File: config.mk
export PLATFORM = sky130hd
export DESIGN_NAME = sensor_line_tx_flat
export DESIGN_NICKNAME = d
export VERILOG_FILES = /design/src/rtl/sensor_line_tx_if.sv /design/src/rtl/sensor_line_tx.sv /design/src/flat_wrapper.sv
export SDC_FILE = /design/constraint.sdc
export NUM_CORES = 1
export LEC_CHECK = 0
export BUFFER_PORTS_ARGS = -buffer_cell sky130_fd_sc_hd__buf_2
export CAP_MARGIN = 20
export CORE_ASPECT_RATIO = 0.75
export CORE_MARGIN = 2
export CORE_UTILIZATION = 35
export CTS_CLUSTER_SIZE = 40
export DETAILED_ROUTE_END_ITERATION = 12
export PLACE_DENSITY_LB_ADDON = 0.08
export SLEW_MARGIN = 30
export SYNTH_ARGS = -nofsm -noshare
export SYNTH_HDL_FRONTEND = slang
export SYNTH_SLANG_ARGS = --single-unit
File: constraint.sdc
create_clock -name clk -period 2.7 [get_ports clk]
set_input_delay 0.54 -clock clk [delete_from_list [all_inputs] [get_ports clk]]
set_output_delay 0.54 -clock clk [all_outputs]
set_load 0.01 [all_outputs]
File: src/rtl/sensor_line_tx_if.sv
// sensor_line_tx_if
//  Control, configuration and pixel-stream bundle for sensor_line_tx.
//  slave  : transmitter side (takes controls/config, drives the pixel stream).
//  master : controller / consumer side (drives controls/config, sees the stream).
//  Signals:
//   i_start, i_stop, i_ready    run control and downstream ready
//   cfg_black_level, cfg_pattern, cfg_lines   per-run configuration
//   o_valid, odata, o_sol, o_eol  pixel beat with line framing
//   o_busy, o_done                run status
interface sensor_line_tx_if #(
    parameter int unsigned DATA_WIDTH = 8
);
    logic                  i_start;
    logic                  i_stop;
    logic                  i_ready;
    logic [DATA_WIDTH-1:0] cfg_black_level;
    logic [1:0]            cfg_pattern;
    logic [15:0]           cfg_lines;
    logic                  o_valid;
    logic [DATA_WIDTH-1:0] odata;
    logic                  o_sol;
    logic                  o_eol;
    logic                  o_busy;
    logic                  o_done;

    modport master (
        output i_start, i_stop, i_ready, cfg_black_level, cfg_pattern, cfg_lines,
        input  o_valid, odata, o_sol, o_eol, o_busy, o_done
    );

    modport slave (
        input  i_start, i_stop, i_ready, cfg_black_level, cfg_pattern, cfg_lines,
        output o_valid, odata, o_sol, o_eol, o_busy, o_done
    );
endinterface

File: src/rtl/sensor_line_tx.sv
// sensor_line_tx
//  Generates the black/active line stream for the black-level-correction path.
//  Line layout by pixel index: lead pixel(s), BPN_L left black, READ_PIXEL active,
//  BPN_R right black, one trailing pad. Black = black level + masked LFSR noise;
//  active = black level + selected pattern. All stream outputs are registered.
//  Ports:
//   clk  system clock
//   rst  asynchronous active-high reset
//   bus  sensor_line_tx_if.slave (controls, config, pixel stream, status)
module sensor_line_tx #(
    parameter int unsigned DATA_WIDTH = 8,
    parameter int unsigned BPS_L      = 1,
    parameter int unsigned BPN_L      = 100,
    parameter int unsigned READ_PIXEL = 16,
    parameter int unsigned BPN_R      = 100,
    parameter int unsigned LINE_GAP   = 20,
    parameter int unsigned ACT_OFFSET = 64,
    parameter int unsigned NOISE_MASK = 32'h07
) (
    input  logic             clk,
    input  logic             rst,
    sensor_line_tx_if.slave  bus
);
    localparam int unsigned DW       = DATA_WIDTH;
    localparam int unsigned LINE_LEN = BPS_L + BPN_L + READ_PIXEL + BPN_R + 1;
    localparam int unsigned PIX_W    = $clog2(LINE_LEN + 1);
    localparam int unsigned GAP_W    = $clog2(LINE_GAP + 1);

    localparam logic [PIX_W-1:0] LEAD_END  = PIX_W'(BPS_L);
    localparam logic [PIX_W-1:0] ACT_START = PIX_W'(BPS_L + BPN_L);
    localparam logic [PIX_W-1:0] RB_START  = PIX_W'(BPS_L + BPN_L + READ_PIXEL);
    localparam logic [PIX_W-1:0] LAST_IDX  = PIX_W'(LINE_LEN - 1);
    localparam logic [PIX_W-1:0] LINE_END  = PIX_W'(LINE_LEN);
    localparam logic [GAP_W-1:0] GAP_LAST  = GAP_W'(LINE_GAP - 1);
    localparam logic [DW-1:0]    MASK      = DW'(NOISE_MASK);
    localparam logic [DW-1:0]    OFFSET    = DW'(ACT_OFFSET);
    localparam logic [15:0]      LFSR_SEED = 16'hACE1;

    typedef enum logic [1:0] {
        ST_IDLE,
        ST_WAIT_RDY,
        ST_SEND,
        ST_GAP
    } state_t;

    state_t           r_state;
    logic [PIX_W-1:0] r_pix_cnt;
    logic [15:0]      r_line_cnt;
    logic [GAP_W-1:0] r_gap_cnt;
    logic [15:0]      r_lfsr;
    logic             r_stop_pend;
    logic [DW-1:0]    r_black;
    logic [1:0]       r_pattern;
    logic [15:0]      r_lines;

    logic [15:0]      w_lfsr_next;
    logic [PIX_W-1:0] w_active_idx;
    logic             w_is_edge;
    logic             w_is_active;
    logic             w_is_black;
    logic [DW-1:0]    w_pix;
    logic             w_emit;
    logic             w_finish;

    // Add with clamp to full scale instead of wrapping.
    function automatic logic [DW-1:0] sat_add(input logic [DW-1:0] a, input logic [DW-1:0] b);
        logic [DW:0] s;
        s = {1'b0, a} + {1'b0, b};
        return s[DW] ? {DW{1'b1}} : s[DW-1:0];
    endfunction

    // Pixel value for the index held in r_pix_cnt, plus region decode.
    always_comb begin
        w_lfsr_next  = {r_lfsr[0] ^ r_lfsr[2] ^ r_lfsr[3] ^ r_lfsr[5], r_lfsr[15:1]};
        w_active_idx = r_pix_cnt - ACT_START;
        w_is_edge    = (r_pix_cnt < LEAD_END) || (r_pix_cnt == LAST_IDX);
        w_is_active  = (r_pix_cnt >= ACT_START) && (r_pix_cnt < RB_START);
        w_is_black   = !w_is_edge && !w_is_active;
        w_pix        = '0;
        if (w_is_edge) begin
            w_pix = '0;
        end else if (w_is_active) begin
            case (r_pattern)
                2'b00:   w_pix = sat_add(r_black, OFFSET);
                2'b01:   w_pix = sat_add(r_black, DW'(w_active_idx));
                2'b10:   w_pix = r_lfsr[DW-1:0];
                default: w_pix = sat_add(r_black, r_line_cnt[DW-1:0]);
            endcase
        end else begin
            w_pix = sat_add(r_black, r_lfsr[DW-1:0] & MASK);
        end
    end

    // A beat goes out on the WAIT_RDY->SEND edge (index 0) and on every SEND
    // cycle until the counter passes the last index.
    always_comb begin
        w_emit = ((r_state == ST_WAIT_RDY) && bus.i_ready && !bus.i_stop) ||
                 ((r_state == ST_SEND) && (r_pix_cnt != LINE_END));
        w_finish = r_stop_pend || bus.i_stop ||
                   ((r_lines != 16'd0) && (r_line_cnt == r_lines));
    end

    // Control FSM with registered stream outputs.
    always_ff @(posedge clk or posedge rst) begin
        if (rst) begin
            r_state     <= ST_IDLE;
            r_pix_cnt   <= '0;
            r_line_cnt  <= '0;
            r_gap_cnt   <= '0;
            r_lfsr      <= LFSR_SEED;
            r_stop_pend <= 1'b0;
            r_black     <= '0;
            r_pattern   <= '0;
            r_lines     <= '0;
            bus.o_valid <= 1'b0;
            bus.odata   <= '0;
            bus.o_sol   <= 1'b0;
            bus.o_eol   <= 1'b0;
            bus.o_busy  <= 1'b0;
            bus.o_done  <= 1'b0;
        end else begin
            bus.o_valid <= 1'b0;
            bus.odata   <= '0;
            bus.o_sol   <= 1'b0;
            bus.o_eol   <= 1'b0;
            bus.o_done  <= 1'b0;

            if (((r_state == ST_SEND) || (r_state == ST_GAP)) && bus.i_stop) begin
                r_stop_pend <= 1'b1;
            end

            case (r_state)
                ST_IDLE: begin
                    if (bus.i_start && !bus.i_stop) begin
                        r_state     <= ST_WAIT_RDY;
                        bus.o_busy  <= 1'b1;
                        r_black     <= bus.cfg_black_level;
                        r_pattern   <= bus.cfg_pattern;
                        r_lines     <= bus.cfg_lines;
                        r_lfsr      <= LFSR_SEED;
                        r_line_cnt  <= '0;
                        r_pix_cnt   <= '0;
                        r_stop_pend <= 1'b0;
                    end
                end
                ST_WAIT_RDY: begin
                    if (bus.i_stop) begin
                        r_state    <= ST_IDLE;
                        bus.o_busy <= 1'b0;
                        bus.o_done <= 1'b1;
                    end else if (bus.i_ready) begin
                        r_state <= ST_SEND;
                    end
                end
                ST_SEND: begin
                    if (r_pix_cnt == LINE_END) begin
                        r_state    <= ST_GAP;
                        r_pix_cnt  <= '0;
                        r_line_cnt <= r_line_cnt + 16'd1;
                        // The cycle that leaves GAP (done or WAIT_RDY) is the
                        // last of the LINE_GAP idle cycles, so count from 1.
                        r_gap_cnt  <= GAP_W'(1);
                    end
                end
                ST_GAP: begin
                    if (r_gap_cnt >= GAP_LAST) begin
                        if (w_finish) begin
                            r_state     <= ST_IDLE;
                            bus.o_busy  <= 1'b0;
                            bus.o_done  <= 1'b1;
                            r_stop_pend <= 1'b0;
                        end else begin
                            r_state <= ST_WAIT_RDY;
                        end
                    end else begin
                        r_gap_cnt <= r_gap_cnt + GAP_W'(1);
                    end
                end
                default: r_state <= ST_IDLE;
            endcase

            // Beat launch; LFSR only steps on black beats.
            if (w_emit) begin
                bus.o_valid <= 1'b1;
                bus.odata   <= w_pix;
                bus.o_sol   <= (r_pix_cnt == '0);
                bus.o_eol   <= (r_pix_cnt == LAST_IDX);
                r_pix_cnt   <= r_pix_cnt + PIX_W'(1);
                if (w_is_black) begin
                    r_lfsr <= w_lfsr_next;
                end
            end
        end
    end
endmodule

File: src/flat_wrapper.sv
// flat-port wrapper written by rule: the top's interface ports become plain ports
module sensor_line_tx_flat 
#(
    parameter int unsigned DATA_WIDTH = 8,
    parameter int unsigned BPS_L      = 1,
    parameter int unsigned BPN_L      = 100,
    parameter int unsigned READ_PIXEL = 16,
    parameter int unsigned BPN_R      = 100,
    parameter int unsigned LINE_GAP   = 20,
    parameter int unsigned ACT_OFFSET = 64,
    parameter int unsigned NOISE_MASK = 32'h07
)
  (clk, rst, bus_i_start, bus_i_stop, bus_i_ready, bus_cfg_black_level, bus_cfg_pattern, bus_cfg_lines, bus_o_valid, bus_odata, bus_o_sol, bus_o_eol, bus_o_busy, bus_o_done);
  sensor_line_tx_if #(.DATA_WIDTH(DATA_WIDTH)) bus_i ();
  input  logic clk;
  input  logic rst;
  input wire logic [$bits(bus_i.i_start)-1:0] bus_i_start;
  input wire logic [$bits(bus_i.i_stop)-1:0] bus_i_stop;
  input wire logic [$bits(bus_i.i_ready)-1:0] bus_i_ready;
  input wire logic [$bits(bus_i.cfg_black_level)-1:0] bus_cfg_black_level;
  input wire logic [$bits(bus_i.cfg_pattern)-1:0] bus_cfg_pattern;
  input wire logic [$bits(bus_i.cfg_lines)-1:0] bus_cfg_lines;
  output wire logic [$bits(bus_i.o_valid)-1:0] bus_o_valid;
  output wire logic [$bits(bus_i.odata)-1:0] bus_odata;
  output wire logic [$bits(bus_i.o_sol)-1:0] bus_o_sol;
  output wire logic [$bits(bus_i.o_eol)-1:0] bus_o_eol;
  output wire logic [$bits(bus_i.o_busy)-1:0] bus_o_busy;
  output wire logic [$bits(bus_i.o_done)-1:0] bus_o_done;
  assign bus_i.i_start = bus_i_start;
  assign bus_i.i_stop = bus_i_stop;
  assign bus_i.i_ready = bus_i_ready;
  assign bus_i.cfg_black_level = bus_cfg_black_level;
  assign bus_i.cfg_pattern = bus_cfg_pattern;
  assign bus_i.cfg_lines = bus_cfg_lines;
  assign bus_o_valid = bus_i.o_valid;
  assign bus_odata = bus_i.odata;
  assign bus_o_sol = bus_i.o_sol;
  assign bus_o_eol = bus_i.o_eol;
  assign bus_o_busy = bus_i.o_busy;
  assign bus_o_done = bus_i.o_done;
  sensor_line_tx #(.DATA_WIDTH(DATA_WIDTH), .BPS_L(BPS_L), .BPN_L(BPN_L), .READ_PIXEL(READ_PIXEL), .BPN_R(BPN_R), .LINE_GAP(LINE_GAP), .ACT_OFFSET(ACT_OFFSET), .NOISE_MASK(NOISE_MASK)) u_core (.clk(clk), .rst(rst), .bus(bus_i));
endmodule
Word level (Yosys, flattened, before mapping) --
Cells that the tools add are included.
Word-level totals: bits in registers 87, latch bits 0, bits in writable memories 0, ROM bits 0, output and inout port bits 13, word-level logic and storage cells 124, memories 0
Operators by class: add/subtract/negate cells 8, $mul 0, divide/modulo/power cells 0, magnitude comparators 4, equality and inequality tests 18, shift operators 0, mux-type cells 46, bitwise operators 3, reduce and logical (&&, ||, !) cells 30
Operators with widths (count):
- $mux W16 | 6
- $mux W8 | 10
- $pmux W16 S2 | 1
- $pmux W8 S3 | 1
- $add A8 B8 Y9 | 2
- $add A16 B1 Y16 const B | 1
- $eq A16 B16 Y1 | 1
- $eq A8 B8 Y1 const B | 2
- $pmux W8 S2 | 1
- $reduce_bool A16 Y1 | 1
- $mux W1 | 15
- $mux W2 | 5
- $mux W5 | 2
- $pmux W5 S2 | 1
- $add A8 B3 Y9 | 1
- $add A8 B7 Y9 const B | 1
- $reduce_and A3 Y1 | 3
- $add A8 B1 Y8 const B | 1
- $ge A8 B7 Y1 const B | 1
- $logic_and A1 B1 Y1 | 8
- $logic_not A8 Y1 | 1
- $lt A8 B1 Y1 const B | 1
- $lt A8 B7 Y1 const B | 1
- $ne A2 B2 Y1 const B | 4
- 22 further kinds | 38

Depth between registers and ports, before layout --
Gate-level depths: netlist of the first run.
depth after elaboration 7, gate-level depth with buffers 12, depth with buffers taken out 12

Worst setup path after synthesis of the first run --
OpenSTA, ideal clock, no wires.
kind reg-to-reg, from register u_core.r_pix_cnt[0], to register u_core.bus.odata[4], library setup time 0.126 ns, arrival 2.422 ns, data required time 2.574 ns, path slack 0.152 ns, cell stages (with the launch flop) 12, buffers on the path 0, period minus slack after synthesis 2.548 ns, cells stage by stage dfrtp_1 -> inv_1 -> ha_1 -> nor2b_1 -> o21a_1 -> nand2b_1 -> ha_1 -> or2_2 -> a2111oi_0 -> o21a_1 -> o21ai_0 -> o311a_1
Between the ends: longest elaborated chain between the ends 7
RTL lines:
- start: declaration | RTL line sensor_line_tx.sv:47 | logic [PIX_W-1:0] r_pix_cnt;
- start signal: assignment | RTL line sensor_line_tx.sv:188 | r_pix_cnt <= r_pix_cnt + PIX_W'(1);
- $sub A8 B7 Y8 | RTL line sensor_line_tx.sv:75 | w_active_idx = r_pix_cnt - ACT_START;
- $add A8 B8 Y9 | RTL line sensor_line_tx.sv:68 | s = {1'b0, a} + {1'b0, b};
- $mux W8 | RTL line sensor_line_tx.sv:69 | return s[DW] ? {DW{1'b1}} : s[DW-1:0];
- $pmux W8 S3 | RTL line sensor_line_tx.sv:83 | case (r_pattern)
- $mux W8 | RTL line sensor_line_tx.sv:82 | end else if (w_is_active) begin
- $mux W8 | RTL line sensor_line_tx.sv:80 | if (w_is_edge) begin
- $mux W8 * | RTL line sensor_line_tx.sv:183 | if (w_emit) begin
- end signal: assignment | RTL line sensor_line_tx.sv:185 | bus.odata <= w_pix;
- end: declaration | RTL line sensor_line_tx_if.sv:33 | output o_valid, odata, o_sol, o_eol, o_busy, o_done
Mark *: on every way between the ends. The rest lies on a longest branch, timed or not. A chain may end at the register's enable or synchronous reset.

Worst setup path after layout of the first run --
Ends and elaborated chain as after synthesis.

==> results of run 1 <==
[power by group]
group	total (mW)	switching, mW	leakage (nW)	internal, mW
Combinational	3.39	1.96	1.88	1.44
Sequential	2.24	0.483	1.12	1.76
Clock	1.39	0.567	0.159	0.822
Total	7.02	3.01	3.16	4.02
[cells in the mapped netlist (all sizes together) (14+ instances only)]
library cell | n | area [um^2]
a21oi | 20 | 111
clkbuf | 17 | 63.8
dfrtp | 79 | 1980
ha | 30 | 375
inv | 29 | 109
nand2 | 107 | 402
nand3 | 39 | 195
nor2 | 39 | 146
nor3 | 17 | 85.1
o21ai | 51 | 293
xnor2 | 14 | 123
xor2 | 36 | 315
[layout make-up]
class	count	area (um^2)	share of cell area (%)
sequential	87	2190	32.4
multi-input combinational	507	3330	49.4
clock buffer	10	229	3.39
clock inverter	6	93.8	1.39
tap	210	263	3.89
inverter	30	116	1.72
timing repair buffer	81	526	7.79
[kinds of logic (layout without fill, tap and decap cells)]
logic type	Yosys count	in the layout
AOI/OAI and AO/OA	141	141
xor gates and xnor gates	50	50
adders and majority gates	33	33
buffers and inverters	59	127
DFF	87	87
muxes	6	6
and+or+nand+nor	277	277
[sequential cells by signal, summed over array words and instances (netlist names), 2 cells and up, named ones only]
register,cells
u_core.r_line_cnt,16
u_core.r_lines,16
u_core.r_lfsr,16
u_core.r_pattern,2
u_core.r_gap_cnt,5
u_core.r_pix_cnt,8
u_core.bus.odata,8
u_core.r_black,8
[worst paths after layout]
kind / to / slack [ps] / cells after the start
worst max-delay path: u_core.bus.odata[4] / 140 / 11
worst min-delay path: u_core.r_black[5] / 300 / 2
worst max register to register: u_core.bus.odata[4] / 140 / 11
worst min register to register: u_core.r_lfsr[10] / 490 / 2
max in group asynchronous: u_core.r_lfsr[0] / 1770 / 3
min in group clk: u_core.r_lines[12] / 370 / 3
[layer usage]
metal	GRT usage [%]	vias up
met2	25.2	119
met4	5.37	0
met3	3.73	16
li1	-	2435
met1	30.4	2353
met5	0	-
[cell usage in the layout, fill, tap and decap left out, types with 3 or more instances in the layout]
| master | count |
|---|---|
| sky130_fd_sc_hd__o211ai_1 | 5 |
| sky130_fd_sc_hd__a31oi_1 | 4 |
| sky130_fd_sc_hd__o21ai_2 | 10 |
| sky130_fd_sc_hd__a22o_1 | 4 |
| sky130_fd_sc_hd__nand3_1 | 39 |
| sky130_fd_sc_hd__fa_1 | 3 |
| sky130_fd_sc_hd__xor2_1 | 36 |
| sky130_fd_sc_hd__a211oi_2 | 3 |
| sky130_fd_sc_hd__dfrtp_1 | 78 |
| sky130_fd_sc_hd__a211oi_1 | 5 |
| sky130_fd_sc_hd__mux2i_1 | 5 |
| sky130_fd_sc_hd__dfstp_2 | 8 |
| sky130_fd_sc_hd__nor3_1 | 15 |
| sky130_fd_sc_hd__o21ai_0 | 41 |
| sky130_fd_sc_hd__and4_1 | 4 |
| sky130_fd_sc_hd__buf_2 | 43 |
| sky130_fd_sc_hd__o21a_1 | 7 |
| sky130_fd_sc_hd__inv_1 | 28 |
| sky130_fd_sc_hd__nand2_1 | 107 |
| sky130_fd_sc_hd__o22ai_1 | 3 |
| sky130_fd_sc_hd__and2_1 | 4 |
| sky130_fd_sc_hd__a21o_1 | 6 |
| sky130_fd_sc_hd__o2111ai_1 | 6 |
| sky130_fd_sc_hd__buf_4 | 36 |
| sky130_fd_sc_hd__o211a_1 | 3 |
| sky130_fd_sc_hd__nor4_1 | 11 |
| sky130_fd_sc_hd__or3_1 | 6 |
| sky130_fd_sc_hd__nand4_1 | 12 |
| sky130_fd_sc_hd__o311a_1 | 4 |
| sky130_fd_sc_hd__and3_1 | 6 |
| sky130_fd_sc_hd__nor2_1 | 39 |
| sky130_fd_sc_hd__ha_1 | 29 |
| sky130_fd_sc_hd__clkbuf_16 | 9 |
| sky130_fd_sc_hd__nand2b_1 | 9 |
| sky130_fd_sc_hd__nand3b_1 | 4 |
| sky130_fd_sc_hd__xnor2_1 | 14 |
| sky130_fd_sc_hd__nor2b_1 | 7 |
| sky130_fd_sc_hd__a21oi_1 | 18 |
[stage by stage]
step / utilization (%) / total power [mW] / hold slack, ps / setup slack, ps / std cells
floorplan: - / 4.46 / 468 / 152 / 653
global placement: 39.7 / 5.53 / 478 / 82.8 / 914
detailed placement: 39.7 / 5.53 / 486 / 55.4 / 914
CTS: 41.8 / 6.97 / 318 / 25.6 / 930
global route: 42.1 / 7.57 / 349 / -30.0 / 931
finish: 42.1 / 7.02 / 302 / 140 / 931
[timing repair]
item,4_1_cts,5_1_grt
buffers inserted,0,1
hold endpoints to repair,0,0
resized for setup,0,11
endpoints found under the setup margin,0,8
==> results.md, run 1 <==
- The overall via count from detail_route is 4,923.
- The largest clock skew in the final design is 9.19 ps.
- Summed over all failing endpoints, the final setup total negative slack is 0 ps.
- The count of endpoints failing setup in the final report is 0.
- Dividing the detail-routed wire length by the instance count gives 16.9 um.
- The source-to-sink clock delay at the later pin of the worst-skew pair is 350 ps.
- Buffers placed on the I/O ports in this run total 43.
- The data arrival at the endpoint of the critical path is 2790 ps.
- On the critical path, the stage with the largest delay is an instance of sky130_fd_sc_hd__a2111oi_1.
- The first-pass iteration count of the detailed router is 5.
- The core area is 0.0160 mm^2.
- The shortest period the worst path allows is 2560 ps.
- The flip-flop cell with the highest count after synthesis is sky130_fd_sc_hd__dfrtp_1.
- The number of clock buffers added by TritonCTS is 9.
- The number of slew-limit violations in the final report is 0.
- Counting both buffers and inverters, the worst setup path holds a total of 1.
- At the pin with the least slew margin, the transition time is 920 ps.
- The worst register-to-register path begins at u_core.r_pix_cnt[0].
- Counting flops with a built-in enable in the synthesized netlist gives 0.
- The first global-routing pass estimated 25,500 um of wire.
- Of the total synthesized cell area, the portion taken by full adders, half adders and majority gates is 7.60%.
- Derived from the worst setup path, the maximum achievable clock frequency is 391 MHz.
- Data on the critical path is required at its endpoint by 2930 ps.
- The via count of the first global-routing pass came to 4,722.
- The min-delay analysis places its worst path in the category input port to async pin.
- Sequential elements use 38.2% of the synthesized area.
- The count of standard-cell rows is 40.
- In this run the count of I/O pins placed on the die edge is 44.
- The combinational family with the most area after synthesis is simple AND/OR/NAND/NOR gates.
- Along the worst path, the maximum fanout reaches 4.
- Of the total synthesized cell area, the portion taken by AND, OR, NAND and NOR gates is 23.2%.
- On the critical path the largest part of the delay comes from compound AO/OA/AOI/OAI gates.
- The number of nets in the final layout is 780.
- The longest individual stage delay on the worst path is 410 ps.
- The ratio of cells with drive above 1 in the final layout is 18.7%.
- The number of vias per cell after detailed routing is 5.29.
- Wires add up to 15,700 um.
- The number of instances in the synthesized netlist is 653.
- The fraction of the cycle the final worst path needs is 94.8%.
- The number of antenna violations at the first check in global routing is 0.
- Across the run, the number of max-cap violations was 0.
- The depth of the CTS H-tree is 3.
- In the synthesized netlist the async set-or-reset flop fraction comes to 100%.
- From bottom edge to top edge, the die measures 115 um.
- After synthesis, the mean cell area works out to 8.77 um^2.
- Setup repair after global routing could not meet its margin everywhere.
- The flow ran to the end, and the final reports show no timing, DRC or antenna violations.
- The synthesized-area fraction occupied by xor and xnor cells is 7.64%.
- The top layer reached by signal wires is met4.
- The hold buffer count at CTS is 0.
- The area of the mapped netlist is 0.00573 mm^2.
- The hold violation total from the final report is 0.
- Global routing consumed, over all layers together, 18.9% of the routing resources.
- The CTS tree is yes.
- The clock transition time at the flip-flop clock pins of the worst setup and hold paths is 70 ps.
- The clock passes through at most 2 buffers.
- The critical path is of the flop to flop type.
- Summing the areas of all compound-gate instances in the mapped netlist gives 17.7% of the synthesized area.
- The horizontal die dimension is 152 um.
- The detailed-route DRC error count is 0.
- The net count after synthesis is 717.
- The root buffer selected by CTS is sky130_fd_sc_hd__clkbuf_16.
- The die covers 0.0174 mm^2.
- The total overflow reported by the global router is 0.
- Yosys printed 0 warnings.
- The number of distinct standard cells referenced by the synthesized netlist is 70.
- The post-synthesis mux area share is 1.07%.
- For this block, wires on met1 add up to 8520 um.
- The starting DRC count in detailed routing is 432.
- The final non-filler cell area is 0.00675 mm^2.
- The cell area reported after detailed placement is 0.00636 mm^2.
- The maximum vdd drop is 0.372 mV.
- Tracing the worst setup path back leads to its startpoint at u_core.r_pix_cnt[0].
- The critical path capture point type is a flop.
- From synthesis to final layout, the design area changed by 17.8%.
- The count of fill cells added during filler insertion is 1,628.
- The most frequent cell on the critical path is sky130_fd_sc_hd__o21a_1.
- The synthesized design contains 87 register bits.
- The congestion estimate from routability-driven global placement came to 0.898.
- The worst setup path is launched from a flop.
- The initial utilization of the core area, before any placement, comes to 35.8%.
- The total met2 wirelength after detailed routing is 6210 um.
- The critical path goes through inv_1 > ha_1 > nor2b_1 > o21a_1 > nand2b_1 > ha_4 > or2_2 > a2111oi_1 > o21a_1 > o21ai_0 > o311a_1.
- In this run the tightest slew margin relative to its limit is 38.2%.
- Once detail routing completed, the nets flagged for antenna violations numbered 0.
- The static leakage is 3.16 nW.
- Once detailed placement completed, the half-perimeter wirelength came to 11,700 um.
- The total clock sinks is 87.
- The pin count of the biggest net entering global routing is 39.
- The met3 routed wirelength is 745 um.
- The repair_antennas step left the layout with diodes totalling 0.
- In this run the power density over the cells is 1040 mW/mm^2.
(Power assumes the default switching activity.)
==> inputs of run 2 (changes only) <==
--- a/config.mk
+++ b/config.mk
@@ -12,6 +12,7 @@
 export CORE_UTILIZATION = 35
 export CTS_CLUSTER_SIZE = 40
 export DETAILED_ROUTE_END_ITERATION = 12
+export GPL_TIMING_DRIVEN = 0
 export PLACE_DENSITY_LB_ADDON = 0.08
 export SLEW_MARGIN = 30
 export SYNTH_ARGS = -nofsm -noshare
==> results.md, run 2 (synthesized netlist as in run 1, its figures left out) <==
- The count of fill cells added during filler insertion came to 1,653 (was 1,628).
- The total clock sinks is 87 (unchanged).
- The maximum count of clock buffers along a single path is 2 (unchanged).
- The horizontal die dimension is 152 um (unchanged).
- The kind of path behind the tightest hold check is input port to async pin (unchanged).
- The max capacitance violation total is 0 (unchanged).
- The maximum vdd drop is 0.498 mV (was 0.372 mV).
- The via count of the first global-routing pass is 4,874 (was 4,722).
- The start-to-end type of the worst setup path is flop to flop (unchanged).
- The number of nets in the final layout is 777 (was 780).
- The hold buffer count at CTS is 0 (unchanged).
- The required time at the worst-slack endpoint is 2880 ps (was 2930 ps).
- The combinational power share is 49.4% (was 48.3%).
- The data arrival at the endpoint of the critical path is 2790 ps (about the same).
- The achievable clock frequency came to 383 MHz (was 391 MHz).
- The core area is 0.0160 mm^2 (unchanged).
- The all-layer global routing usage was 19.3% (was 18.9%).
- The count of endpoints failing setup in the final report is 0 (unchanged).
- The number of antenna violations at the first check in global routing came to 0 (unchanged).
- The number of nets with antenna violations after detailed routing is 0 (unchanged).
- The total overflow reported by the global router is 0 (unchanged).
- The total of buffers placed on input and output ports is 43 (unchanged).
- The height of the die is 115 um (unchanged).
- The clock transition time at the flip-flop clock pins of the worst setup and hold paths is 70 ps (about the same).
- Commonest non-fill, non-tap cells in the layout: sky130_fd_sc_hd__nand2_1, sky130_fd_sc_hd__dfrtp_1, sky130_fd_sc_hd__buf_2 (unchanged).
- The switching power as a share of total power came to 44.5% (was 42.8%).
- The layout overhead on the synthesized area is 18.5% (was 17.8%).
- Biggest regs: u_core.r_lfsr (16), u_core.r_line_cnt (16), u_core.r_lines (16) (unchanged).
- The normalized max-slew margin is 24.8% (was 38.2%).
- The cell-internal power is 3.84 mW (was 4.02 mW).
- The number of CTS-inserted buffers is 9 (unchanged).
- The worst-case hold slack is 149 ps (was 302 ps).
- The depth of the CTS H-tree is 3 (unchanged).
- The root buffer selected by CTS is sky130_fd_sc_hd__clkbuf_16 (unchanged).
- The power per unit of standard cell area came to 1020 mW/mm^2 (was 1040 mW/mm^2).
- The final estimated routing congestion in global placement is 0.993 (was 0.898).
- The detailed-route DRC error count is 0 (unchanged).
- The critical path launch point type is a flop (unchanged).
- The overall via count from detail_route is 5,000 (was 4,923).
- The number of vias per cell after detailed routing is 5.39 (was 5.29).
- The number of slew-limit violations in the final report was 0 (unchanged).
- The static leakage is 3.07 nW (was 3.16 nW).
- The total wire length after detailed routing is 15,800 um (was 15,700 um).
- The starting DRC count in detailed routing came to 340 (was 432).
- The CTS tree is yes (unchanged).
- The setup total negative slack is 0 ps (unchanged).
- The effective utilization at floorplan is 35.8% (unchanged).
- The count of standard-cell rows is 40 (unchanged).
- The part of the total power dissipated in the clock network is 17.8% (was 19.8%).
- The fraction of the cycle the final worst path needs is 96.7% (was 94.8%).
- The critical path capture point type was a flop (unchanged).
- The source-to-sink clock delay at the later pin of the worst-skew pair is 350 ps (about the same).
- The area of the die came to 0.0174 mm^2 (unchanged).
- The pin count of the biggest net entering global routing is 28 (was 39).
- The power spent charging and discharging nets is 3.08 mW (was 3.01 mW).
- The shortest period the worst path allows is 2610 ps (was 2560 ps).
- The ratio of cells with drive above 1 in the final layout came to 18.7% (about the same).
- The detailed placer's ending HPWL is 11,800 um (was 11,700 um).
- The actual slew at the worst max-slew pin is 1120 ps (was 920 ps).
- The first-pass iteration count of the detailed router is 5 (unchanged).
- The average wire per cell in the routed design was 17.1 um (was 16.9 um).
- The power share of the sequential group is 32.8% (was 31.9%).
- The hold violation total from the final report came to 0 (unchanged).
- The total I/O pin count was 44 (unchanged).
- The wire length of the first global-routing pass came to 25,900 um (was 25,500 um).
- The most common library cell in the layout ignoring fill and taps is sky130_fd_sc_hd__nand2_1 (unchanged).
- The number of inserted diodes came to 0 (unchanged).
- The largest fanout on the critical path is 8 (was 4).
- Status: finished clean (unchanged).
- The largest clock skew in the final design is 9.60 ps (was 9.19 ps).
[run 2: final timing paths]
| check | from | end | slack (ps) | cells past startpoint |
|---|---|---|---|---|
| worst max-delay path | u_core.r_black[4] | u_core.bus.odata[7] | 90 | 7 |
| worst min-delay path | rst | u_core.r_lines[1] | 150 | 2 |
| worst max register to register | u_core.r_black[4] | u_core.bus.odata[7] | 90 | 7 |
| worst min register to register | u_core.r_lfsr[11] | u_core.r_lfsr[10] | 490 | 2 |
| max in group asynchronous | rst | u_core.r_lfsr[0] | 2050 | 3 |
| min in group clk | bus_cfg_lines[7] | u_core.r_lines[7] | 370 | 3 |
[run 2: layer usage]
| metal | part of all wire [%] | GRT usage, % |
|---|---|---|
| met2 | 41 | 27.6 |
| met3 | 6.6 | 5.32 |
| met1 | 52 | 29.3 |
| met5 | 0 | 0 |
| met4 | 0.71 | 3.33 |
[run 2: final cells by class]
class	count	area, um^2	share of cell area, %
plain buffers	27	143	2.10
multi-input cells	507	3470	51.2
inverters	30	119	1.75
clock buffers	9	225	3.32
flip-flops and latches	87	2190	32.2
clock inverters	7	62.6	0.922
well taps	210	263	3.87
repair buffers	51	313	4.61
[run 2: metrics by stage]
step / std cells / area (um^2) / power [mW] / setup slack [ps] / utilization (%)
floorplan: 653 / 5730 / 4.46 / 152 / -
global placement: 906 / 6210 / 5.32 / -274 / 38.8
detailed placement: 909 / 6270 / 5.37 / -284 / 39.2
CTS: 926 / 6630 / 6.76 / 2.64 / 41.4
global route: 928 / 6790 / 7.50 / -12.0 / 42.4
finish: 928 / 6790 / 6.92 / 89.7 / 42.4
[run 2: power by group through the flow]
stage                     combinational [mW]  sequential (mW)  clock [mW]
after floorplan                         2.35             2.12           0
after global placement                  3.05             2.27           0
after detailed placement                3.09             2.28           0
after CTS                               3.22             2.25        1.28
after global routing                    3.84             2.33        1.33
final                                   3.42             2.27        1.23
[run 2: worst max-delay path: stages (launching register included)]
cell	delay (ps)
sky130_fd_sc_hd__dfrtp_1	720
sky130_fd_sc_hd__ha_1	330
sky130_fd_sc_hd__clkbuf_1	180
sky130_fd_sc_hd__a21oi_1	250
sky130_fd_sc_hd__o211ai_1	230
sky130_fd_sc_hd__a311o_1	410
sky130_fd_sc_hd__o211ai_1	220
sky130_fd_sc_hd__a221oi_2	110
[run 2: what timing repair did]
action                                  4_1_cts  5_1_grt
pin swaps                                     5       11
endpoints found under the setup margin        8       18
gates cloned                                  0        0
gates resized for setup                      15       25
setup buffers                                 2        3
